## src/rtl/sumdiff_decoder.sv

```systemverilog
// Two-stage decoder for (sum, difference) pairs: recovers a = (s+d)/2, b = (s-d)/2,
// flags pairs that no W-bit operands could have produced, and counts deliveries.
module sumdiff_decoder #(
  parameter int W = 8
) (
  input  logic         clk,
  input  logic         rst_n,
  input  logic         clr,
  input  logic         in_valid,
  output logic         in_ready,
  input  logic [W:0]   in_sum,
  input  logic [W:0]   in_diff,
  output logic         out_valid,
  input  logic         out_ready,
  output logic [W-1:0] out_a,
  output logic [W-1:0] out_b,
  output logic         out_err,
  output logic [15:0]  pair_count,
  output logic [15:0]  err_count
);

  localparam int TW = W + 3;
  localparam logic signed [TW-1:0] T_MAX = TW'(2 * ((1 << W) - 1));

  logic                 s1_valid;
  logic                 s2_valid;
  logic signed [TW-1:0] t_a;
  logic signed [TW-1:0] t_b;
  logic signed [TW-1:0] ext_sum;
  logic signed [TW-1:0] ext_diff;
  logic                 s2_free;
  logic                 s1_move;
  logic                 in_xfer;
  logic                 out_xfer;
  logic                 s2_err;

  // NOTE: in_ready is built only from occupancy and out_ready, never from in_valid,
  // so upstream may legally wait for ready before raising valid without a comb loop.
  assign s2_free   = !s2_valid || out_ready;
  assign s1_move   = s1_valid && s2_free;
  assign in_ready  = rst_n && (!s1_valid || s2_free);
  assign in_xfer   = in_valid && in_ready;
  assign out_xfer  = s2_valid && out_ready;
  assign out_valid = s2_valid;

  assign ext_sum  = signed'({2'b00, in_sum});
  assign ext_diff = signed'({{2{in_diff[W]}}, in_diff});

  // t_a and t_b share parity, so checking t_a[0] covers both.
  assign s2_err = t_a[0] || t_a[TW-1] || (t_a > T_MAX) || t_b[TW-1] || (t_b > T_MAX);

  // NOTE: all state uses non-blocking assignments so every register samples
  // pre-edge values regardless of block ordering.
  always_ff @(posedge clk or negedge rst_n) begin
    if (!rst_n) begin
      s1_valid <= 1'b0;
      t_a      <= '0;
      t_b      <= '0;
    end else if (in_xfer) begin
      s1_valid <= 1'b1;
      t_a      <= ext_sum + ext_diff;
      t_b      <= ext_sum - ext_diff;
    end else if (s1_move) begin
      s1_valid <= 1'b0;
    end
  end

  always_ff @(posedge clk or negedge rst_n) begin
    if (!rst_n) begin
      s2_valid <= 1'b0;
      out_a    <= '0;
      out_b    <= '0;
      out_err  <= 1'b0;
    end else if (s1_move) begin
      s2_valid <= 1'b1;
      out_a    <= s2_err ? '0 : t_a[W:1];
      out_b    <= s2_err ? '0 : t_b[W:1];
      out_err  <= s2_err;
    end else if (out_xfer) begin
      s2_valid <= 1'b0;
    end
  end

  always_ff @(posedge clk or negedge rst_n) begin
    if (!rst_n) begin
      pair_count <= '0;
      err_count  <= '0;
    end else if (clr) begin
      pair_count <= '0;
      err_count  <= '0;
    end else if (out_xfer) begin
      if (pair_count != 16'hFFFF) pair_count <= pair_count + 16'd1;
      if (out_err && err_count != 16'hFFFF) err_count <= err_count + 16'd1;
    end
  end

endmodule

```

## config.mk

```make
export PLATFORM = sky130hd
export DESIGN_NAME = sumdiff_decoder
export DESIGN_NICKNAME = d
export VERILOG_FILES = /design/src/rtl/sumdiff_decoder.sv
export SDC_FILE = /design/constraint.sdc
export NUM_CORES = 1
export LEC_CHECK = 0
export BUFFER_PORTS_ARGS = -buffer_cell sky130_fd_sc_hd__buf_2
export CAP_MARGIN = 25
export CORE_AREA = 4 4 111 113
export CTS_CLUSTER_DIAMETER = 80
export DETAILED_ROUTE_END_ITERATION = 8
export DIE_AREA = 0 0 115 117
export GPL_TIMING_DRIVEN = 1
export SYNTH_ARGS = -nofsm -noshare
export SYNTH_HDL_FRONTEND = slang
export SYNTH_SLANG_ARGS = --single-unit
```

## constraint.sdc

```tcl
create_clock -name clk -period 5.1 [get_ports clk]
set_input_delay 0.51 -clock clk [delete_from_list [all_inputs] [get_ports clk]]
set_output_delay 0.51 -clock clk [all_outputs]
set_load 0.01 [all_outputs]
```

==> results of run 1 <==
==> cells in the mapped netlist, types with 7 or more instances <==
library cell	count	share of area, %
dfrtp_1	72	41
nor2_1	45	3.9
xor2_1	27	5.4
nand2_1	26	2.2
nand3_1	25	2.9
ha_1	22	6.3
inv_1	21	1.8
o21ai_0	20	2.3
a22o_1	16	3.2
o2111ai_1	13	2.6
clkbuf_1	12	1.0
and3_1	11	1.6
nor3_1	11	1.3
a21oi_1	10	1.1
xnor2_1	9	1.8
o211ai_1	7	1.2
==> per-layer routing <==
layer  wire length, um  part of all wire, %
met5                 0                    0
met4                82                 0.83
met3               545                  5.5
met2              4610                   47
met1              4610                   47
==> final cells by class <==
cell class / instances / area (um^2)
inverter: 22 / 82.6
timing repair buffer: 75 / 383
fill: 1119 / 6210
clock inverter: 5 / 81.3
multi-input combinational: 330 / 2350
sequential: 72 / 1800
tap: 143 / 179
clock buffer: 11 / 233
==> kinds of logic (layout without fill, tap and decap cells) <==
kind of cell | count (synthesis) | count (layout) | synth area share [%]
simple gates | 165 | 165 | 20.6
buf+inv | 45 | 113 | 5.10
mux | 3 | 3 | 0.716
compound gates | 102 | 102 | 17.9
fa+ha+maj | 24 | 24 | 7.21
flops | 72 | 72 | 41.2
xor+xnor | 36 | 36 | 7.21
==> flip-flops by register name (all words and copies together) (netlist names) <==
| register | count |
|---|---|
| t_b | 10 |
| t_a | 11 |
| out_a | 8 |
| out_err | 1 |
| s1_valid | 1 |
| out_b | 8 |
| err_count | 16 |
| pair_count | 16 |
| out_valid | 1 |
==> through the flow <==
step,cells,instance area [um^2],hold slack [ps]
detailed placement,642,4790,467
CTS,658,5110,116
finish,658,5110,103
floorplan,447,4370,214
global route,658,5110,127
global placement,642,4790,460
==> power groups by stage <==
stage	clock (mW)	combinational, mW	sequential [mW]
after floorplan	0	0.162	0.673
after global placement	0	0.238	0.679
final	0.656	0.241	0.670
after global routing	0.699	0.275	0.677
after detailed placement	0	0.243	0.680
after CTS	0.672	0.244	0.671
==> worst max path at each step <==
stage,from,end,slack (ps)
final,out_valid,out_a[6],2970
after global routing,out_valid,out_a[6],2760
after CTS,out_valid,out_a[6],2940
after detailed placement,out_ready,out_a[0],2750
after global placement,clr,pair_count[0],2860
after floorplan,in_sum[0],t_b[8],3140
==> flow_metrics.env, run 1 <==
export IMPL_cts_root_buf="clkbuf_16"
export IMPL_worstPathCellList="nand2b_1 -> nand2_1 -> nor3_4 -> a22o_1"
export IMPL_final_antenna_net_count=0
export IMPL_p_sw_uw=417
export IMPL_start_util_pct=38.6
export IMPL_h_tree_depth=3
export IMPL_critPathKind="reg -> reg"
export IMPL_seqPwrFrac_pct=42.8
export IMPL_crit_required_ps=5350
export IMPL_cts_tree="done"
export IMPL_drc=0
export IMPL_slew_violations=0
export IMPL_vias_per_cell=5.35
export IMPL_end_kind="flip-flop"
export IMPL_dieArea_mm2=0.0135
export IMPL_ff2ff_path_depth=4
export IMPL_critPathMaxFanout=17
export IMPL_area_delta_synth_final_pct=16.8
export IMPL_ys_warn_count=0
export IMPL_holdBufCountCts=0
export IMPL_synthArstFlopShare_pct=100
export IMPL_top_usage_layer="met2"
export IMPL_detail_route_wl_per_cell_um=15.0
export IMPL_outcome="finished, final reports clean"
export IMPL_yosysSeqAreaShare_pct=41.2
export IMPL_power_mw=1.57
export IMPL_min_path_type="in -> async"
export IMPL_swShare_pct=26.6
export IMPL_synth_cells=447
export IMPL_grt_pass1_wl_um=16600
export IMPL_clkTransAtPathRegs_ps=60
export IMPL_period_needed_ps=2130
export IMPL_syn_nets=494
export IMPL_antenna_found_initial=0
export IMPL_portBuffers=73
export IMPL_hold_viol=0
export IMPL_setup_viol=0
export IMPL_grt_max_degree=47
export IMPL_wl_um=9850
export IMPL_post_cts_buffers=0
export IMPL_use_met2_pct=24.7
export IMPL_clockBufferDepth=2
export IMPL_insertion_delay_ps=320
export IMPL_ir_drop_uv=185
export IMPL_final_layout_size_suffix_gt1_share_pct=21.7
export IMPL_core_mm2=0.0113
export IMPL_tightest_slew_ps=697
export IMPL_critical_path_buf_inv_count=0
export IMPL_finalWorstSetupSlack_ps=2970
export IMPL_grt_pass1_vias=3419
export IMPL_place_hpwl_um=7250
export IMPL_critical_path_max_stage_delay_ps=720
export IMPL_timing_final_crit_share_pct=41.8
export IMPL_fin_skew_ps=9.88
export IMPL_synthFlopType="dfrtp_1"
export IMPL_clkSinkCount=72
export IMPL_fmax_mhz=469
export IMPL_grtUsageMet3_pct=2.37
export IMPL_first_iter_violations=224
export IMPL_post_route_util_pct=45.1
export IMPL_max_slew_margin_pct=53.5
export IMPL_p_int_mw=1.15
export IMPL_cts_resized=0
export IMPL_cp_top_family="simple AND/OR/NAND/NOR gates"
export IMPL_layout_common_cells="dfrtp_1, buf_2, nor2_1"
export IMPL_clkPwrFrac_pct=41.8
export IMPL_avgSynthCellArea_um2=9.78
export IMPL_routabilityCongestion=0.835
export IMPL_p_leak_nw=2.49
export IMPL_critPathLaunchType="flip-flop"
export IMPL_r2r_slack_ps=2970
export IMPL_cp_data_arrival_time_ps=2380
export IMPL_fin_nets=557
export IMPL_combPwrFrac_pct=15.4
export IMPL_synth_seq_cells=72
export IMPL_r2r_start="out_valid"
export IMPL_die_y_um=117
export IMPL_first_pass_iters=4
export IMPL_crit_path_top_delay_cell="nor3_4"
export IMPL_rsz0062_at_grt="no"
export IMPL_synthesis_area_mm2=0.00437
export IMPL_maxCapViolations=0
export IMPL_rows=39
export IMPL_io_pins=74
export IMPL_gr_total_overflow=0
export IMPL_synthDistinctLibCells=65
export IMPL_cts_made_buffers=9
export IMPL_via_count=3523
export IMPL_pre_cts_ws_ps=2750
export IMPL_antenna_cells=0
export IMPL_r2r_end="out_a[6]"
export IMPL_grt_use_met1_pct=20.6
export IMPL_power_density_mw_per_mm2=307
export IMPL_cp_depth=4
export IMPL_grt_util_all_layers_pct=15.0
export IMPL_synth_edf_count=0
export IMPL_tns_ps=0
export IMPL_die_x_um=115
Power figures use the tool's default switching activity.
==> run 2: changes to the inputs <==
--- a/config.mk
+++ b/config.mk
@@ -5,12 +5,13 @@
 export SDC_FILE = /design/constraint.sdc
 export NUM_CORES = 1
 export LEC_CHECK = 0
+export ABC_AREA = 1
 export BUFFER_PORTS_ARGS = -buffer_cell sky130_fd_sc_hd__buf_2
 export CAP_MARGIN = 25
-export CORE_AREA = 4 4 111 113
+export CORE_AREA = 4 4 115 117
 export CTS_CLUSTER_DIAMETER = 80
 export DETAILED_ROUTE_END_ITERATION = 8
-export DIE_AREA = 0 0 115 117
+export DIE_AREA = 0 0 119 121
 export GPL_TIMING_DRIVEN = 1
 export SYNTH_ARGS = -nofsm -noshare
 export SYNTH_HDL_FRONTEND = slang
==> constraint.sdc (replaced) <==
create_clock -name clk -period 1.9 [get_ports clk]
set_input_delay 0.19 -clock clk [delete_from_list [all_inputs] [get_ports clk]]
set_output_delay 0.19 -clock clk [all_outputs]
set_load 0.01 [all_outputs]
==> flow_metrics.env, run 2 <==
export IMPL_first_iter_violations=397
export IMPL_pre_cts_ws_ps=57.3
export IMPL_seqPwrFrac_pct=39.0
export IMPL_combPwrFrac_pct=17.2
export IMPL_portBuffers=73
export IMPL_worstPathCellList="ha_1 -> nand2_1 -> nor2_2 -> nand2_1 -> nor2_2 -> a21oi_4 -> buf_12 -> nor2_8 -> nand2_1 -> nand2_1"
export IMPL_cts_tree="done"
export IMPL_top_regs="err_count (16), pair_count (16), t_a (11)"
export IMPL_cts_root_buf="clkbuf_16"
export IMPL_insertion_delay_ps=330
export IMPL_timing_final_crit_share_pct=94.1
export IMPL_synth_top_area_share_pct=38.5
export IMPL_power_density_mw_per_mm2=805
export IMPL_antenna_cells=0
export IMPL_first_pass_iters=4
export IMPL_die_x_um=119
export IMPL_synthArstFlopShare_pct=100
export IMPL_fin_cells=887
export IMPL_r2r_end="err_count[1]"
export IMPL_r2r_slack_ps=110
export IMPL_cts_made_buffers=9
export IMPL_fin_skew_ps=6.18
export IMPL_syn_nets=674
export IMPL_cp_data_arrival_time_ps=2050
export IMPL_layout_commonest_cell="nand2_1"
export IMPL_core_mm2=0.0124
export IMPL_holdBufCountCts=0
export IMPL_crit_path_top_delay_cell="dfrtp_1"
export IMPL_synth_seq_cells=72
export IMPL_rows=41
export IMPL_cts_resized=0
export IMPL_io_pins=74
export IMPL_grt_max_degree=73
export IMPL_grt_pass1_vias=4026
export IMPL_tns_ps=0
export IMPL_clkPwrFrac_pct=43.8
export IMPL_drc=0
export IMPL_hold_viol=0
export IMPL_dieArea_mm2=0.0144
export IMPL_max_slew_margin_pct=38.3
export IMPL_ys_top_cells_by_area="dfrtp_1, nand2_1, ha_1"
export IMPL_die_y_um=121
export IMPL_detail_route_wl_per_cell_um=13.6
export IMPL_setup_viol=0
export IMPL_critical_path_max_stage_delay_ps=390
export IMPL_synthDistinctLibCells=37
export IMPL_critPathLaunchType="flip-flop"
export IMPL_r2r_start="err_count[1]"
export IMPL_fin_area_mm2=0.00563
export IMPL_period_needed_ps=1790
export IMPL_synthTopCellsByCount="nand2_1, dfrtp_1, inv_1, nor2_1, nand3_1"
export IMPL_synth_cells=627
export IMPL_outcome="finished, final reports clean"
export IMPL_finalWorstSetupSlack_ps=112
export IMPL_yosysTopAreaCell="dfrtp_1"
export IMPL_crit_top_cell="nand2_1"
export IMPL_start_util_pct=37.9
export IMPL_p_sw_mw=1.22
export IMPL_fin_hold_ws_ps=111
export IMPL_place_hpwl_um=8860
export IMPL_synth_edf_count=0
export IMPL_critPathMaxFanout=16
export IMPL_post_route_util_pct=45.5
export IMPL_yosysSeqAreaShare_pct=38.5
export IMPL_avgSynthCellArea_um2=7.47
export IMPL_final_antenna_net_count=0
export IMPL_p_leak_nw=3.03
export IMPL_fin_nets=757
export IMPL_h_tree_depth=3
export IMPL_placed_cells=867
export IMPL_maxCapViolations=0
export IMPL_final_layout_size_suffix_gt1_share_pct=19.2
export IMPL_wl_um=12000
export IMPL_area_delta_synth_final_pct=20.3
export IMPL_layout_common_cells="nand2_1, buf_2, dfrtp_1"
export IMPL_clkSinkCount=72
export IMPL_swShare_pct=27.0
export IMPL_synthesis_area_mm2=0.00468
export IMPL_critPathKind="reg -> reg"
export IMPL_synth_most_common_cell="nand2_1"
export IMPL_ys_warn_count=0
export IMPL_end_kind="flip-flop"
export IMPL_gr_total_overflow=0
export IMPL_ff2ff_path_depth=10
export IMPL_startpoint="err_count[1]"
export IMPL_min_path_type="in -> async"
export IMPL_via_count=4332
export IMPL_crit_required_ps=2170
export IMPL_grt_pass1_wl_um=19400
export IMPL_tightest_slew_ps=925
export IMPL_synthFlopType="dfrtp_1"
export IMPL_p_int_mw=3.31
export IMPL_fmax_mhz=559
export IMPL_clockBufferDepth=2
export IMPL_ir_drop_uv=434
export IMPL_slew_violations=0
export IMPL_power_mw=4.53
export IMPL_vias_per_cell=4.88
export IMPL_placed_cell_area_mm2=0.00523
export IMPL_antenna_found_initial=0
export IMPL_grt_util_all_layers_pct=16.5
export IMPL_routabilityCongestion=0.954
export IMPL_clkTransAtPathRegs_ps=60
## run 2: kinds of logic (layout without fill, tap and decap cells)
logic type / count (synthesis) / count (layout) / share of synthesized area [%]
buf+inv: 84 / 171 / 7.78
simple gates: 366 / 367 / 34.5
flops: 72 / 72 / 38.5
xor+xnor: 20 / 20 / 3.74
compound gates: 61 / 61 / 8.74
fa+ha+maj: 24 / 24 / 6.74
## run 2: critical path: cells and delay by family, from the launching register on
| kind | cells | cell delay [ps] |
|---|---|---|
| compound gates | 1 | 100 |
| fa+ha+maj | 1 | 220 |
| buf+inv | 1 | 160 |
| flops | 1 | 390 |
| simple gates | 7 | 850 |
## run 2: how the worst max path moves through the flow
stage                endpoint  slack [ps]  cells after the start
2_1_floorplan   pair_count[2]         270                     10
6_report         err_count[1]         110                     10
3_3_place_gp    pair_count[7]          90                     10
4_1_cts        pair_count[10]          50                     10
5_1_grt         err_count[12]         -70                     10
3_5_place_dp   pair_count[10]          60                     10
## run 2: per-layer routing
| layer | track usage (%) | up-vias | wire length (um) |
|---|---|---|---|
| li1 | - | 2176 | - |
| met1 | 22.2 | 2000 | 5570 |
| met2 | 26.0 | 134 | 5500 |
| met3 | 3.59 | 22 | 665 |
| met4 | 6.23 | 0 | 280 |
| met5 | 0 | - | 0 |
## run 2: area by class of cell
| type | count | area (um^2) |
|---|---|---|
| Tap cell | 172 | 215 |
| Timing Repair Buffer | 85 | 468 |
| Clock inverter | 5 | 103 |
| Sequential cell | 72 | 1800 |
| Clock buffer | 11 | 253 |
| Multi-Input combinational cell | 472 | 2530 |
| Inverter | 70 | 263 |
| Fill cell | 1227 | 6730 |
## run 2: power by group through the flow
stage          registers (mW)  logic, mW  clock network, mW
2_1_floorplan            1.80      0.488                  0
3_3_place_gp             1.79      0.749                  0
3_5_place_dp             1.80      0.759                  0
4_1_cts                  1.77      0.763               2.03
5_1_grt                  1.79      0.886               2.10
6_report                 1.77      0.780               1.99
## run 2: what timing repair did
| action | CTS | global route |
|---|---|---|
| setup endpoints to repair | 0 | 22 |
| endpoints found under the hold margin | 0 | 0 |
| setup buffers | 0 | 3 |
